[src/rtl/mopshub_seq_pkg.sv]
// Shared types and helpers for the MOPSHUB bring-up/test sequencer.
package mopshub_seq_pkg;

  typedef enum logic [3:0] {
    S_IDLE    = 4'd0,
    S_TRIM    = 4'd1,
    S_SIGNON  = 4'd2,
    S_RX      = 4'd3,
    S_RX_TURN = 4'd4,
    S_ENDWAIT = 4'd5,
    S_GAP     = 4'd6,
    S_TX      = 4'd7,
    S_TX_TURN = 4'd8,
    S_ADV     = 4'd9,
    S_DONE    = 4'd10
  } seq_state_t;

  localparam logic [2:0] PH_IDLE   = 3'd0;
  localparam logic [2:0] PH_TRIM   = 3'd1;
  localparam logic [2:0] PH_SIGNON = 3'd2;
  localparam logic [2:0] PH_RX     = 3'd3;
  localparam logic [2:0] PH_GAP    = 3'd4;
  localparam logic [2:0] PH_TX     = 3'd5;
  localparam logic [2:0] PH_ADV    = 3'd6;
  localparam logic [2:0] PH_DONE   = 3'd7;

  localparam int TIMER_W = 16;

  // Requested bus count: 0 means one bus, anything above the build size is capped.
  function automatic logic [4:0] clamp_buses(input logic [4:0] req, input logic [5:0] max_buses);
    if (req == 5'd0)
      return 5'd1;
    else if ({1'b0, req} > max_buses)
      return max_buses[4:0];
    else
      return req;
  endfunction

  // Externally visible phase code; the TURN states report the phase of their test.
  function automatic logic [2:0] phase_of(input seq_state_t s);
    case (s)
      S_TRIM:               return PH_TRIM;
      S_SIGNON:             return PH_SIGNON;
      S_RX, S_RX_TURN:      return PH_RX;
      S_ENDWAIT, S_GAP:     return PH_GAP;
      S_TX, S_TX_TURN:      return PH_TX;
      S_ADV:                return PH_ADV;
      S_DONE:               return PH_DONE;
      default:              return PH_IDLE;
    endcase
  endfunction

endpackage

[src/rtl/mopshub_test_sequencer_if.sv]
// Test-control bundle between the sequencer and the hub/data-generator side.
interface mopshub_test_sequencer_if #(parameter int N_BUSES = 2);

  logic               start;
  logic [4:0]         n_buses_active;
  logic               en_trim;
  logic               en_rx;
  logic               en_tx;
  logic               en_adv;
  logic               end_power_init;
  logic               sign_on_sig;
  logic               test_rx_end;
  logic               test_tx_end;
  logic               costum_msg_end;
  logic               osc_auto_trim;
  logic               test_rx;
  logic               test_tx;
  logic               test_advanced;
  logic               endwait_all;
  logic [4:0]         bus_sel;
  logic [2:0]         phase;
  logic               busy;
  logic               done;
  logic               timeout_err;
  logic [N_BUSES-1:0] fail_mask;

  modport master (
    input  start, n_buses_active, en_trim, en_rx, en_tx, en_adv,
           end_power_init, sign_on_sig, test_rx_end, test_tx_end, costum_msg_end,
    output osc_auto_trim, test_rx, test_tx, test_advanced, endwait_all,
           bus_sel, phase, busy, done, timeout_err, fail_mask
  );

  modport slave (
    output start, n_buses_active, en_trim, en_rx, en_tx, en_adv,
           end_power_init, sign_on_sig, test_rx_end, test_tx_end, costum_msg_end,
    input  osc_auto_trim, test_rx, test_tx, test_advanced, endwait_all,
           bus_sel, phase, busy, done, timeout_err, fail_mask
  );

endinterface

[src/rtl/seq_timer.sv]
// Loadable down-counter shared by the ENDWAIT/GAP intervals and the step timeout.
// A clear loads the counter; expired is the terminal count (zero) and holds there.
module seq_timer
  import mopshub_seq_pkg::*;
(
  input  logic               clk,
  input  logic               rst,
  input  logic               clear,
  input  logic [TIMER_W-1:0] load_val,
  output logic               expired
);

  logic [TIMER_W-1:0] count_q;

  // Load on clear, otherwise count down and park at zero.
  always_ff @(posedge clk or posedge rst) begin
    if (rst)
      count_q <= '0;
    else if (clear)
      count_q <= load_val;
    else if (count_q != '0)
      count_q <= count_q - 1'b1;
  end

  assign expired = (count_q == '0);

endmodule

[src/rtl/mopshub_test_sequencer.sv]
// MOPSHUB bring-up/test sequencer: trim, sign-on, per-bus RX, endwait, gap,
// per-bus TX and custom-message test, with per-step timeouts and a fail record.
//
// state     | meaning
// ----------+------------------------------------------------------------
// S_IDLE    | waiting for start
// S_TRIM    | osc_auto_trim high until end_power_init
// S_SIGNON  | waiting for sign_on_sig
// S_RX      | test_rx high for bus_sel until test_rx_end
// S_RX_TURN | one low cycle between RX buses
// S_ENDWAIT | endwait_all pulse
// S_GAP     | idle gap before TX
// S_TX      | test_tx high for bus_sel until test_tx_end
// S_TX_TURN | one low cycle between TX buses
// S_ADV     | test_advanced high until costum_msg_end
// S_DONE    | one-cycle done pulse
module mopshub_test_sequencer
  import mopshub_seq_pkg::*;
#(
  parameter int N_BUSES        = 2,
  parameter int GAP_CYCLES     = 120,
  parameter int ENDWAIT_CYCLES = 1,
  parameter int TIMEOUT_CYCLES = 65535
) (
  input logic                      clk,
  input logic                      rst,
  mopshub_test_sequencer_if.master ctl
);

  // Timer loads are "cycles - 1" so expiry lands on the N-th cycle in the state.
  localparam logic [TIMER_W-1:0] TO_LOAD  = TIMER_W'(TIMEOUT_CYCLES - 1);
  localparam logic [TIMER_W-1:0] EW_LOAD  = TIMER_W'(ENDWAIT_CYCLES - 1);
  localparam logic [TIMER_W-1:0] GAP_LOAD = TIMER_W'(GAP_CYCLES - 1);

  seq_state_t           state_q, next_state;
  logic                 en_rx_q, en_tx_q, en_adv_q;
  logic [4:0]           n_act_q;
  logic [4:0]           bus_sel_q, bus_sel_d;
  logic                 to_q, to_d;
  logic [N_BUSES-1:0]   fail_q, fail_d;
  logic                 to_set, fail_set;
  logic                 last_bus;
  logic                 timer_clear, expired;
  logic [TIMER_W-1:0]   timer_load;
  logic                 start_ok;

  logic       osc_auto_trim_q, test_rx_q, test_tx_q, test_advanced_q, endwait_all_q;
  logic       busy_q, done_q;
  logic [2:0] phase_q;

  assign start_ok = (state_q == S_IDLE) && ctl.start;
  assign last_bus = (bus_sel_q == n_act_q - 5'd1);

  seq_timer u_timer (
    .clk      (clk),
    .rst      (rst),
    .clear    (timer_clear),
    .load_val (timer_load),
    .expired  (expired)
  );

  // State register.
  always_ff @(posedge clk or posedge rst) begin
    if (rst)
      state_q <= S_IDLE;
    else
      state_q <= next_state;
  end

  // Next-state logic; a step timeout behaves like its strobe but flags the failure.
  always_comb begin
    next_state = state_q;
    to_set     = 1'b0;
    fail_set   = 1'b0;
    case (state_q)
      S_IDLE: begin
        if (ctl.start)
          next_state = ctl.en_trim ? S_TRIM : S_SIGNON;
      end
      S_TRIM: begin
        if (ctl.end_power_init)
          next_state = S_SIGNON;
        else if (expired) begin
          to_set     = 1'b1;
          next_state = S_DONE;
        end
      end
      S_SIGNON: begin
        if (ctl.sign_on_sig)
          next_state = en_rx_q  ? S_RX  :
                       en_tx_q  ? S_TX  :
                       en_adv_q ? S_ADV : S_DONE;
        else if (expired) begin
          to_set     = 1'b1;
          next_state = S_DONE;
        end
      end
      S_RX: begin
        if (ctl.test_rx_end || expired) begin
          to_set     = !ctl.test_rx_end;
          fail_set   = !ctl.test_rx_end;
          next_state = last_bus ? S_ENDWAIT : S_RX_TURN;
        end
      end
      S_RX_TURN: next_state = S_RX;
      S_ENDWAIT: begin
        if (expired)
          next_state = S_GAP;
      end
      S_GAP: begin
        if (expired)
          next_state = en_tx_q  ? S_TX  :
                       en_adv_q ? S_ADV : S_DONE;
      end
      S_TX: begin
        if (ctl.test_tx_end || expired) begin
          to_set     = !ctl.test_tx_end;
          fail_set   = !ctl.test_tx_end;
          next_state = !last_bus ? S_TX_TURN :
                       en_adv_q  ? S_ADV     : S_DONE;
        end
      end
      S_TX_TURN: next_state = S_TX;
      S_ADV: begin
        if (ctl.costum_msg_end || expired) begin
          to_set     = !ctl.costum_msg_end;
          fail_set   = !ctl.costum_msg_end;
          next_state = S_DONE;
        end
      end
      S_DONE:  next_state = S_IDLE;
      default: next_state = S_IDLE;
    endcase
  end

  // Timer restarts on every state change, TURN cycles included.
  always_comb begin
    timer_clear = (next_state != state_q);
    case (next_state)
      S_ENDWAIT: timer_load = EW_LOAD;
      S_GAP:     timer_load = GAP_LOAD;
      default:   timer_load = TO_LOAD;
    endcase
  end

  // Bus select: zero on entry to a test, advance when leaving a TURN cycle.
  always_comb begin
    case (next_state)
      S_RX, S_TX: begin
        if (state_q == S_RX_TURN || state_q == S_TX_TURN)
          bus_sel_d = bus_sel_q + 5'd1;
        else if (state_q == next_state)
          bus_sel_d = bus_sel_q;
        else
          bus_sel_d = 5'd0;
      end
      S_RX_TURN, S_TX_TURN: bus_sel_d = bus_sel_q;
      default:              bus_sel_d = 5'd0;
    endcase
  end

  // Error record: cleared by an accepted start, otherwise sticky.
  always_comb begin
    fail_d = fail_q;
    to_d   = to_q;
    if (start_ok) begin
      fail_d = '0;
      to_d   = 1'b0;
    end else begin
      if (to_set)
        to_d = 1'b1;
      for (int i = 0; i < N_BUSES; i++)
        if (fail_set && bus_sel_q == 5'(i))
          fail_d[i] = 1'b1;
    end
  end

  // Run configuration captured when a sequence is accepted.
  always_ff @(posedge clk or posedge rst) begin
    if (rst) begin
      en_rx_q  <= 1'b0;
      en_tx_q  <= 1'b0;
      en_adv_q <= 1'b0;
      n_act_q  <= 5'd1;
    end else if (start_ok) begin
      en_rx_q  <= ctl.en_rx;
      en_tx_q  <= ctl.en_tx;
      en_adv_q <= ctl.en_adv;
      n_act_q  <= clamp_buses(ctl.n_buses_active, 6'(N_BUSES));
    end
  end

  // Registered outputs decoded from the next state.
  always_ff @(posedge clk or posedge rst) begin
    if (rst) begin
      bus_sel_q       <= 5'd0;
      to_q            <= 1'b0;
      fail_q          <= '0;
      osc_auto_trim_q <= 1'b0;
      test_rx_q       <= 1'b0;
      test_tx_q       <= 1'b0;
      test_advanced_q <= 1'b0;
      endwait_all_q   <= 1'b0;
      busy_q          <= 1'b0;
      done_q          <= 1'b0;
      phase_q         <= PH_IDLE;
    end else begin
      bus_sel_q       <= bus_sel_d;
      to_q            <= to_d;
      fail_q          <= fail_d;
      osc_auto_trim_q <= (next_state == S_TRIM);
      test_rx_q       <= (next_state == S_RX);
      test_tx_q       <= (next_state == S_TX);
      test_advanced_q <= (next_state == S_ADV);
      endwait_all_q   <= (next_state == S_ENDWAIT);
      busy_q          <= (next_state != S_IDLE);
      done_q          <= (next_state == S_DONE);
      phase_q         <= phase_of(next_state);
    end
  end

  assign ctl.osc_auto_trim = osc_auto_trim_q;
  assign ctl.test_rx       = test_rx_q;
  assign ctl.test_tx       = test_tx_q;
  assign ctl.test_advanced = test_advanced_q;
  assign ctl.endwait_all   = endwait_all_q;
  assign ctl.bus_sel       = bus_sel_q;
  assign ctl.phase         = phase_q;
  assign ctl.busy          = busy_q;
  assign ctl.done          = done_q;
  assign ctl.timeout_err   = to_q;
  assign ctl.fail_mask     = fail_q;

endmodule

[src/flat_wrapper.sv]
// flat-port wrapper written by rule: the top's interface ports become plain ports
module mopshub_test_sequencer_flat import mopshub_seq_pkg::*;
#(
  parameter int N_BUSES        = 2,
  parameter int GAP_CYCLES     = 120,
  parameter int ENDWAIT_CYCLES = 1,
  parameter int TIMEOUT_CYCLES = 65535
)
  (clk, rst, ctl_start, ctl_n_buses_active, ctl_en_trim, ctl_en_rx, ctl_en_tx, ctl_en_adv, ctl_end_power_init, ctl_sign_on_sig, ctl_test_rx_end, ctl_test_tx_end, ctl_costum_msg_end, ctl_osc_auto_trim, ctl_test_rx, ctl_test_tx, ctl_test_advanced, ctl_endwait_all, ctl_bus_sel, ctl_phase, ctl_busy, ctl_done, ctl_timeout_err, ctl_fail_mask);
  mopshub_test_sequencer_if #(.N_BUSES(N_BUSES)) ctl_i ();
  input logic clk;
  input logic rst;
  input wire logic [$bits(ctl_i.start)-1:0] ctl_start;
  input wire logic [$bits(ctl_i.n_buses_active)-1:0] ctl_n_buses_active;
  input wire logic [$bits(ctl_i.en_trim)-1:0] ctl_en_trim;
  input wire logic [$bits(ctl_i.en_rx)-1:0] ctl_en_rx;
  input wire logic [$bits(ctl_i.en_tx)-1:0] ctl_en_tx;
  input wire logic [$bits(ctl_i.en_adv)-1:0] ctl_en_adv;
  input wire logic [$bits(ctl_i.end_power_init)-1:0] ctl_end_power_init;
  input wire logic [$bits(ctl_i.sign_on_sig)-1:0] ctl_sign_on_sig;
  input wire logic [$bits(ctl_i.test_rx_end)-1:0] ctl_test_rx_end;
  input wire logic [$bits(ctl_i.test_tx_end)-1:0] ctl_test_tx_end;
  input wire logic [$bits(ctl_i.costum_msg_end)-1:0] ctl_costum_msg_end;
  output wire logic [$bits(ctl_i.osc_auto_trim)-1:0] ctl_osc_auto_trim;
  output wire logic [$bits(ctl_i.test_rx)-1:0] ctl_test_rx;
  output wire logic [$bits(ctl_i.test_tx)-1:0] ctl_test_tx;
  output wire logic [$bits(ctl_i.test_advanced)-1:0] ctl_test_advanced;
  output wire logic [$bits(ctl_i.endwait_all)-1:0] ctl_endwait_all;
  output wire logic [$bits(ctl_i.bus_sel)-1:0] ctl_bus_sel;
  output wire logic [$bits(ctl_i.phase)-1:0] ctl_phase;
  output wire logic [$bits(ctl_i.busy)-1:0] ctl_busy;
  output wire logic [$bits(ctl_i.done)-1:0] ctl_done;
  output wire logic [$bits(ctl_i.timeout_err)-1:0] ctl_timeout_err;
  output wire logic [$bits(ctl_i.fail_mask)-1:0] ctl_fail_mask;
  assign ctl_i.start = ctl_start;
  assign ctl_i.n_buses_active = ctl_n_buses_active;
  assign ctl_i.en_trim = ctl_en_trim;
  assign ctl_i.en_rx = ctl_en_rx;
  assign ctl_i.en_tx = ctl_en_tx;
  assign ctl_i.en_adv = ctl_en_adv;
  assign ctl_i.end_power_init = ctl_end_power_init;
  assign ctl_i.sign_on_sig = ctl_sign_on_sig;
  assign ctl_i.test_rx_end = ctl_test_rx_end;
  assign ctl_i.test_tx_end = ctl_test_tx_end;
  assign ctl_i.costum_msg_end = ctl_costum_msg_end;
  assign ctl_osc_auto_trim = ctl_i.osc_auto_trim;
  assign ctl_test_rx = ctl_i.test_rx;
  assign ctl_test_tx = ctl_i.test_tx;
  assign ctl_test_advanced = ctl_i.test_advanced;
  assign ctl_endwait_all = ctl_i.endwait_all;
  assign ctl_bus_sel = ctl_i.bus_sel;
  assign ctl_phase = ctl_i.phase;
  assign ctl_busy = ctl_i.busy;
  assign ctl_done = ctl_i.done;
  assign ctl_timeout_err = ctl_i.timeout_err;
  assign ctl_fail_mask = ctl_i.fail_mask;
  mopshub_test_sequencer #(.N_BUSES(N_BUSES), .GAP_CYCLES(GAP_CYCLES), .ENDWAIT_CYCLES(ENDWAIT_CYCLES), .TIMEOUT_CYCLES(TIMEOUT_CYCLES)) u_core (.clk(clk), .rst(rst), .ctl(ctl_i));
endmodule
[config.mk]
export PLATFORM = sky130hd
export DESIGN_NAME = mopshub_test_sequencer_flat
export DESIGN_NICKNAME = d
export VERILOG_FILES = /design/src/rtl/mopshub_seq_pkg.sv /design/src/rtl/mopshub_test_sequencer_if.sv /design/src/rtl/seq_timer.sv /design/src/rtl/mopshub_test_sequencer.sv /design/src/flat_wrapper.sv
export SDC_FILE = /design/constraint.sdc
export NUM_CORES = 1
export LEC_CHECK = 0
export BUFFER_PORTS_ARGS = -buffer_cell sky130_fd_sc_hd__buf_2
export CAP_MARGIN = 20
export CORE_UTILIZATION = 53
export DETAILED_ROUTE_END_ITERATION = 10
export GPL_TIMING_DRIVEN = 0
export PLACE_DENSITY = 0.86
export SLEW_MARGIN = 15
export SYNTH_ARGS = -nofsm -noshare
export SYNTH_HDL_FRONTEND = slang
export SYNTH_SLANG_ARGS = --single-unit
[constraint.sdc]
create_clock -name clk -period 2.59 [get_ports clk]
set_input_delay 0.3885 -clock clk [delete_from_list [all_inputs] [get_ports clk]]
set_output_delay 0.3885 -clock clk [all_outputs]
set_load 0.03 [all_outputs]
* Word-level counts from Yosys, hierarchy flattened
Memory sizes are Yosys's and may differ from the RTL's. A register that Yosys moved wholly into a read port is not among the register bits.
Cells that the tools add are included.
** Operators by class
- Add/subtract/negate cells :: 3
- Magnitude comparators :: 1
- Equal/unequal tests :: 23
- Multiplexer cells :: 37
- Bitwise logic cells :: 1
- Reductions and logical operators :: 23
** Operators by type and width (count)
- $mux W4 :: 12
- $pmux W4 S10 :: 1
- $eq A4 B3 Y1 const B :: 8
- $mux W16 :: 2
- $pmux W16 S2 :: 1
- $eq A4 B4 Y1 const B :: 5
- $mux W5 :: 4
- $logic_not A16 Y1 :: 1
- $reduce_bool A16 Y1 :: 1
- $sub A16 B1 Y16 const B :: 1
- $eq A4 B2 Y1 const B :: 3
- $mux W1 :: 11
- $logic_not A5 Y1 :: 2
- $pmux W5 S2 :: 1
- $eq A4 B1 Y1 const B :: 2
- $reduce_bool A2 Y1 :: 4
- $mux W2 :: 3
- $add A5 B1 Y5 const B :: 1
- $eq A5 B1 Y1 const B :: 1
- $eq A5 B5 Y1 :: 1
- $gt A5 B2 Y1 const B :: 1
- $pmux W1 S5 :: 1
- $sub A5 B1 Y5 const B :: 1
- $eq A4 B4 Y1 :: 1
- other kinds (11) :: 19
** Storage, ports and cells
- Register bits :: 43
- Bits in read-only memories :: 48
- Bits of input ports :: 17
- Output and inout port bits :: 18
- Memories kept :: 1
** Memory list
- (no name shown) :: words 16, width 3, rd ports 1, clocked after Yosys merged registers in 1, wr ports 0, RTL line mopshub_seq_pkg.sv:41 : case (s)

* Longest topological paths before layout
- Word-level depth :: 9
- Mapped depth :: 14

* Cells and area by module
A second synthesis with hierarchy kept.
** Unflattened totals
- Cells, all modules :: 313
- Area, all modules :: 2986.6 µm²
** Modules (own cells, without submodules)
- mopshub_test_sequencer :: instances 1, cells an instance 211, area each 1993.2 µm²
- seq_timer :: instances 1, cells an instance 102, area each 993.5 µm²

* Least setup slack after synthesis
Ideal clock, no wire load.
- Kind :: flip-flop to flip-flop
- Start :: register u_core.u_timer.count_q[0]
- End :: register u_core.bus_sel_q[2] (netlist: u_core.ctl.bus_sel[2])
- Library setup time :: 0.132 ns
- Arrival :: 2.759 ns
- Required time :: 2.458 ns
- Slack :: -0.300 ns
- Stages on the path, launching flop included :: 14
- Buffers on the path :: 0
- Cells stage by stage :: dfrtp_1 -> inv_1 -> ha_1 -> nor4b_1 -> nand4_1 -> and3_1 -> o21ai_1 -> and3_1 -> inv_1 -> ha_1 -> nand2_1 -> nor3b_1 -> a211oi_1 -> o31ai_1
** On the way
- Word-level cells in the longest chain between the ends :: 8
- Elaborated cells between the ends (all ways) :: 24
- Those cells by class :: eq/ne: 6; mux: 10; bitwise: 1; reduce/logical: 7
** Ends and longest elaborated chain
- start: declaration :: RTL line seq_timer.sv:13 : logic [TIMER_W-1:0] count_q;
- start signal: assignment :: RTL line seq_timer.sv:20 : count_q <= load_val;
- start signal: assignment :: RTL line seq_timer.sv:22 : count_q <= count_q - 1'b1;
- $logic_not A16 Y1 (*) :: RTL line seq_timer.sv:25 : assign expired = (count_q == '0);
- $mux W4 (tied with other cells) :: RTL line mopshub_test_sequencer.sv:83, mopshub_test_sequencer.sv:93
- $mux W4 (on tied branches)
- $pmux W4 S10 (*) :: RTL line mopshub_test_sequencer.sv:75 : case (state_q)
- via u_core.next_state[1] :: RTL line mopshub_test_sequencer.sv:35 : seq_state_t state_q, next_state;
- $eq A4 B3 Y1 (tied with other cells) :: RTL line mopshub_test_sequencer.sv:148 : case (next_state)
- $reduce_or A2 Y1 :: RTL line mopshub_test_sequencer.sv:148
- $ne A3 B2 Y1 (no source line) or $not A1 Y1 (tied branches)
- $reduce_and A2 Y1 (no source line)
- end signal: assignment :: RTL line mopshub_test_sequencer.sv:208 : bus_sel_q <= bus_sel_d;
- end: declaration :: RTL line mopshub_test_sequencer.sv:38 : logic [4:0] bus_sel_q, bus_sel_d;
The timed path passes the listed nets; every way through them passes the cells marked *.
A chain may end at the register's enable or synchronous reset.

* Worst setup path in the final report
- Start :: register u_core.u_timer.count_q[0]
- End :: register u_core.bus_sel_q[4] (netlist: u_core.ctl.bus_sel[4])
The elaborated chain is that of the path after synthesis.

==> results <==
- CTS placed an instance of clkbuf_8 at the clock tree root.
- For this run, the leading register cell type out of synthesis is dfrtp_1.
- The top cell type by total area after synthesis is dfrtp_1.
- The largest clock skew in the final design is 0.0102 ns.
- The final number of max-transition violations was 0.
- Derived from the worst setup path, the maximum achievable clock frequency is 353 MHz.
- The detail route stage leaves a number of antenna-violating nets equal to 0.
- Of all flip-flops after synthesis, the portion carrying an async set or reset was 1.00.
- The post-route DRC violation count is 2.
- The share of the Yosys chip area taken by registers is 0.382.
- The first global-routing pass estimated 12,900 um of wire.
- The die span in y is 77.5 um.
- The total of endpoints with negative setup slack in the final report is 23.
- Data on the critical path is required at its endpoint by 2.77 ns.
- The area of the core region is 5510 um2.
- TritonCTS built the clock tree.
- Setup slack on the critical path of the routed design comes to -0.239 ns.
- The number of input and output port buffers inserted is 33.
- The maximum vdd drop is 1.25 mV.
- Subtracting the final worst setup slack from the clock period gives 2.83 ns.
- The ratio of final minimum period to clock period is 1.09.
- Of the post-synthesis cell area, the dominant cell type holds 0.373.
- In this run, the number of DRC markers left after iteration 0 of detailed routing was 343.
- Summing over every cut layer, the via total after detailed routing is 2,964.
- At the end of routability-driven placement, the weighted congestion stood at 0.892.
- The register cell area after layout is 1150 um2.
- The clock transition time at the flip-flop clock pins of the worst setup and hold paths is 0.09 ns.
- Entering global routing, the biggest net connects 33 pins.
- The final non-filler cell total is 474.
- The critical path contains buffers and inverters numbering 3 combined.
- Fill cells in the final layout number 335.
- The placement row count is 27.
- By area the synthesized netlist is led by dfrtp_1 37%, mux2i_1 4.6%, ha_1 4.1%, xor2_1 3.8%, nand2_1 3.7%.
- The slowest library cell on the worst path is dfrtp_1.
- The area of the die is 6000 um2.
- The total congestion overflow after global routing is 0.
- The combined area of all synthesized cells is 3020 um2.
- Clock latency on the worst-skew pair, taken at its later pin, is 0.31 ns.
- For this run, the number of Yosys warnings is 0.
- Summing all multi-input logic gate instances after layout gives 2030 um2.
- The total routed wirelength is 8920 um.
- 0 antenna diodes ended up in the layout.
- Traced cell by cell, the critical path runs through inv_2 -> ha_4 -> nor4b_4 -> and4_1 -> buf_6 -> nor2_1 -> a211oi_2 -> and3_4 -> inv_4 -> ha_4 -> nand2_4 -> nor2_2 -> a211oi_2 -> o31ai_2.
- The post-placement cell count is 436.
- The analysis attributes to cell leakage a power of 1.81 nW.
- The number of nets handed over by synthesis was 357.
- Max-cap violations in this run came to 0.
- The areal power density over the cells is 1400 nW/um2.
- For the pin with the worst max-slew slack, the measured transition is 0.680 ns.
- The cell family contributing the most delay on the critical path is simple AND/OR/NAND/NOR gates.
- The final layout net count is 428.
- The routed wirelength normalized by instance count is 18.8 um.
- Synthesis inferred 46 register bits.
- The starting density of the core is 0.548.
- In the synthesized netlist, the number of instances is 330.
- Of all nets on the critical path, the largest fanout is 7.
- Setup repair after global routing could not meet its margin everywhere.
- The H-tree was split into 2 levels.
- The number of different library cells in the post-synthesis netlist is 64.
- After synthesis, the mean cell area works out to 9.15 um2.
- The number of detailed-route iterations in the first pass is 9.
- STA puts the critical path data arrival time at 3.00 ns.
- The final reports fail on design-rule violations, negative setup slack.
- The die is 77.5 um wide.
- Counting along the longest clock path gives a buffer depth of 2.
- The via count of the first global-routing pass is 2,648.
- Compared with the post-synthesis result, the final layout area differs by 33.2%.
- The via-per-instance ratio is 6.25.
- Counting flops with a built-in enable in the synthesized netlist gives 0.
- The tightest hold path in the finished design has a slack of 0.0323 ns.
- The final hold violation count is 0.
- The start-to-end type of the worst setup path is flip-flop to flip-flop.
- The post-route core utilization is 0.730.
- The kind of end point of the critical path is a flip-flop.
- Hold repair after CTS inserted 0 buffers.
- The global routing usage summed across all routing layers is 0.268.
- The largest single stage delay on the critical path is 0.40 ns.
- The relative slew slack is 0.543.
- Clock tree synthesis inserted a total of 5 buffers.
- The placed wire-length estimate after detailed placement is 5170 um.
- The clock net in this run drives a total of 46 sinks.
- The startpoint type of the worst setup path is a flip-flop.
- The run finished, with violations left.
- The number of antenna violations at the first check in global routing is 0.
- The type of the worst min-delay path is input port to async pin.
- The proportion of layout cells with a drive suffix above 1 is 0.378.
- 35 I/O pins were placed.
==> per-layer routing <==
layer	vias to the layer above	part of all wire	GRT usage
met5	-	0	0
met1	1445	0.42	0.380
met2	174	0.49	0.426
met3	26	0.065	0.0365
met4	0	0.022	0.0830
li1	1319	-	-
==> synthesized netlist by cell type (3+ instances only) <==
| master | count |
|---|---|
| dfrtp_1 | 45 |
| nand2_1 | 30 |
| nor2_1 | 24 |
| inv_1 | 20 |
| mux2i_1 | 14 |
| xor2_1 | 13 |
| a211oi_1 | 11 |
| o21ai_0 | 11 |
| ha_1 | 10 |
| nor3_1 | 10 |
| xnor2_1 | 9 |
| a21oi_1 | 8 |
| and2_1 | 8 |
| nand2b_1 | 8 |
| nand3_1 | 8 |
| nor2b_1 | 8 |
| o31ai_1 | 8 |
| buf_2 | 5 |
| clkbuf_1 | 5 |
| nor4_1 | 5 |
| and3_1 | 4 |
| nand4_1 | 4 |
| nor3b_1 | 4 |
| mux2_2 | 3 |
| o2111ai_1 | 3 |
| o22ai_1 | 3 |
==> kinds of logic after synthesis <==
kind of cell	Yosys count	share of synthesized area
compound gates	67	0.158
xor+xnor	22	0.0638
mux	18	0.0626
fa+ha+maj	10	0.0415
buf+inv	36	0.0518
flops	46	0.382
simple gates	131	0.240
==> worst paths after layout <==
check	from	endpoint	slack, ns	cells past startpoint
worst max-delay path	u_core.u_timer.count_q[0]	u_core.ctl.bus_sel[4]	-0.24	14
worst min-delay path	rst	u_core.u_timer.count_q[7]	0.03	2
worst max register to register	u_core.u_timer.count_q[0]	u_core.ctl.bus_sel[4]	-0.24	14
worst min register to register	u_core.ctl.timeout_err	u_core.ctl.timeout_err	0.51	2
max in group asynchronous	rst	u_core.n_act_q[0]	2.00	3
min in group clk	ctl_en_rx	u_core.en_rx_q	0.31	2
==> repair_timing <==
| action | CTS | global route |
|---|---|---|
| pin swaps | 11 | 16 |
| buffers inserted | 11 | 20 |
| endpoints found under the setup margin | 31 | 26 |
| resized for setup | 28 | 39 |
==> sequential cells by signal (all words and copies together), names as in the netlist <==
register and flops:
u_core.en_tx_q 1, u_core.ctl.bus_sel 5, u_core.state_q 4, u_core.ctl.osc_auto_trim 1
u_core.en_rx_q 1, u_core.ctl.fail_mask 2, u_core.n_act_q 5, u_core.ctl.test_rx 1
u_core.ctl.timeout_err 1, u_core.ctl.phase 3, u_core.ctl.test_advanced 1, u_core.en_adv_q 1
u_core.ctl.endwait_all 1, u_core.u_timer.count_q 16, u_core.ctl.done 1, u_core.ctl.test_tx 1
u_core.ctl.busy 1
==> power breakdown <==
group          total (W)  switching, W  internal (W)
Combinational    0.00398       0.00216       0.00181
Sequential       0.00112      0.000181      0.000938
Clock           0.000543      0.000259      0.000284
==> per-stage QoR <==
step	TNS [ns]	setup WS, ns	cell area (um2)	total power (W)
final	-2.74	-0.239	4020	0.00564
after global routing	-4.50	-0.298	4020	0.00592
after CTS	-1.47	-0.119	3700	0.00471
after detailed placement	-10.86	-0.534	3400	0.00385
after global placement	-11.05	-0.533	3380	0.00379
after floorplan	-0.00660	-0.00660	3120	0.00327
==> cells in the final DEF, fill, tap and decap left out, types with 9 or more instances in the layout <==
cell,n
buf_2,37
nor2_1,19
dfrtp_1,43
inv_1,12
mux2i_1,14
nand2_1,28
xnor2_1,9
xor2_1,12
o21ai_0,9
buf_4,27
==> worst register-to-register path: stages (launching register included) <==
cell      delay [ns]
dfrtp_1         0.40
inv_2           0.09
ha_4            0.14
nor4b_4         0.25
and4_1          0.27
buf_6           0.14
nor2_1          0.06
a211oi_2        0.26
and3_4          0.31
inv_4           0.07
ha_4            0.18
nand2_4         0.11
nor2_2          0.06
a211oi_2        0.26
o31ai_2         0.12
==> cell type report <==
cell class                 instances  share of cell area
multi-input combinational        248               0.505
buffer                            15              0.0261
timing repair buffer              64               0.108
inverter                          21              0.0237
clock inverter                     3             0.00996
tap                               72              0.0224
clock buffer                       5              0.0171
sequential                        46               0.287
Note: power is estimated with default switching activity, not from simulation.
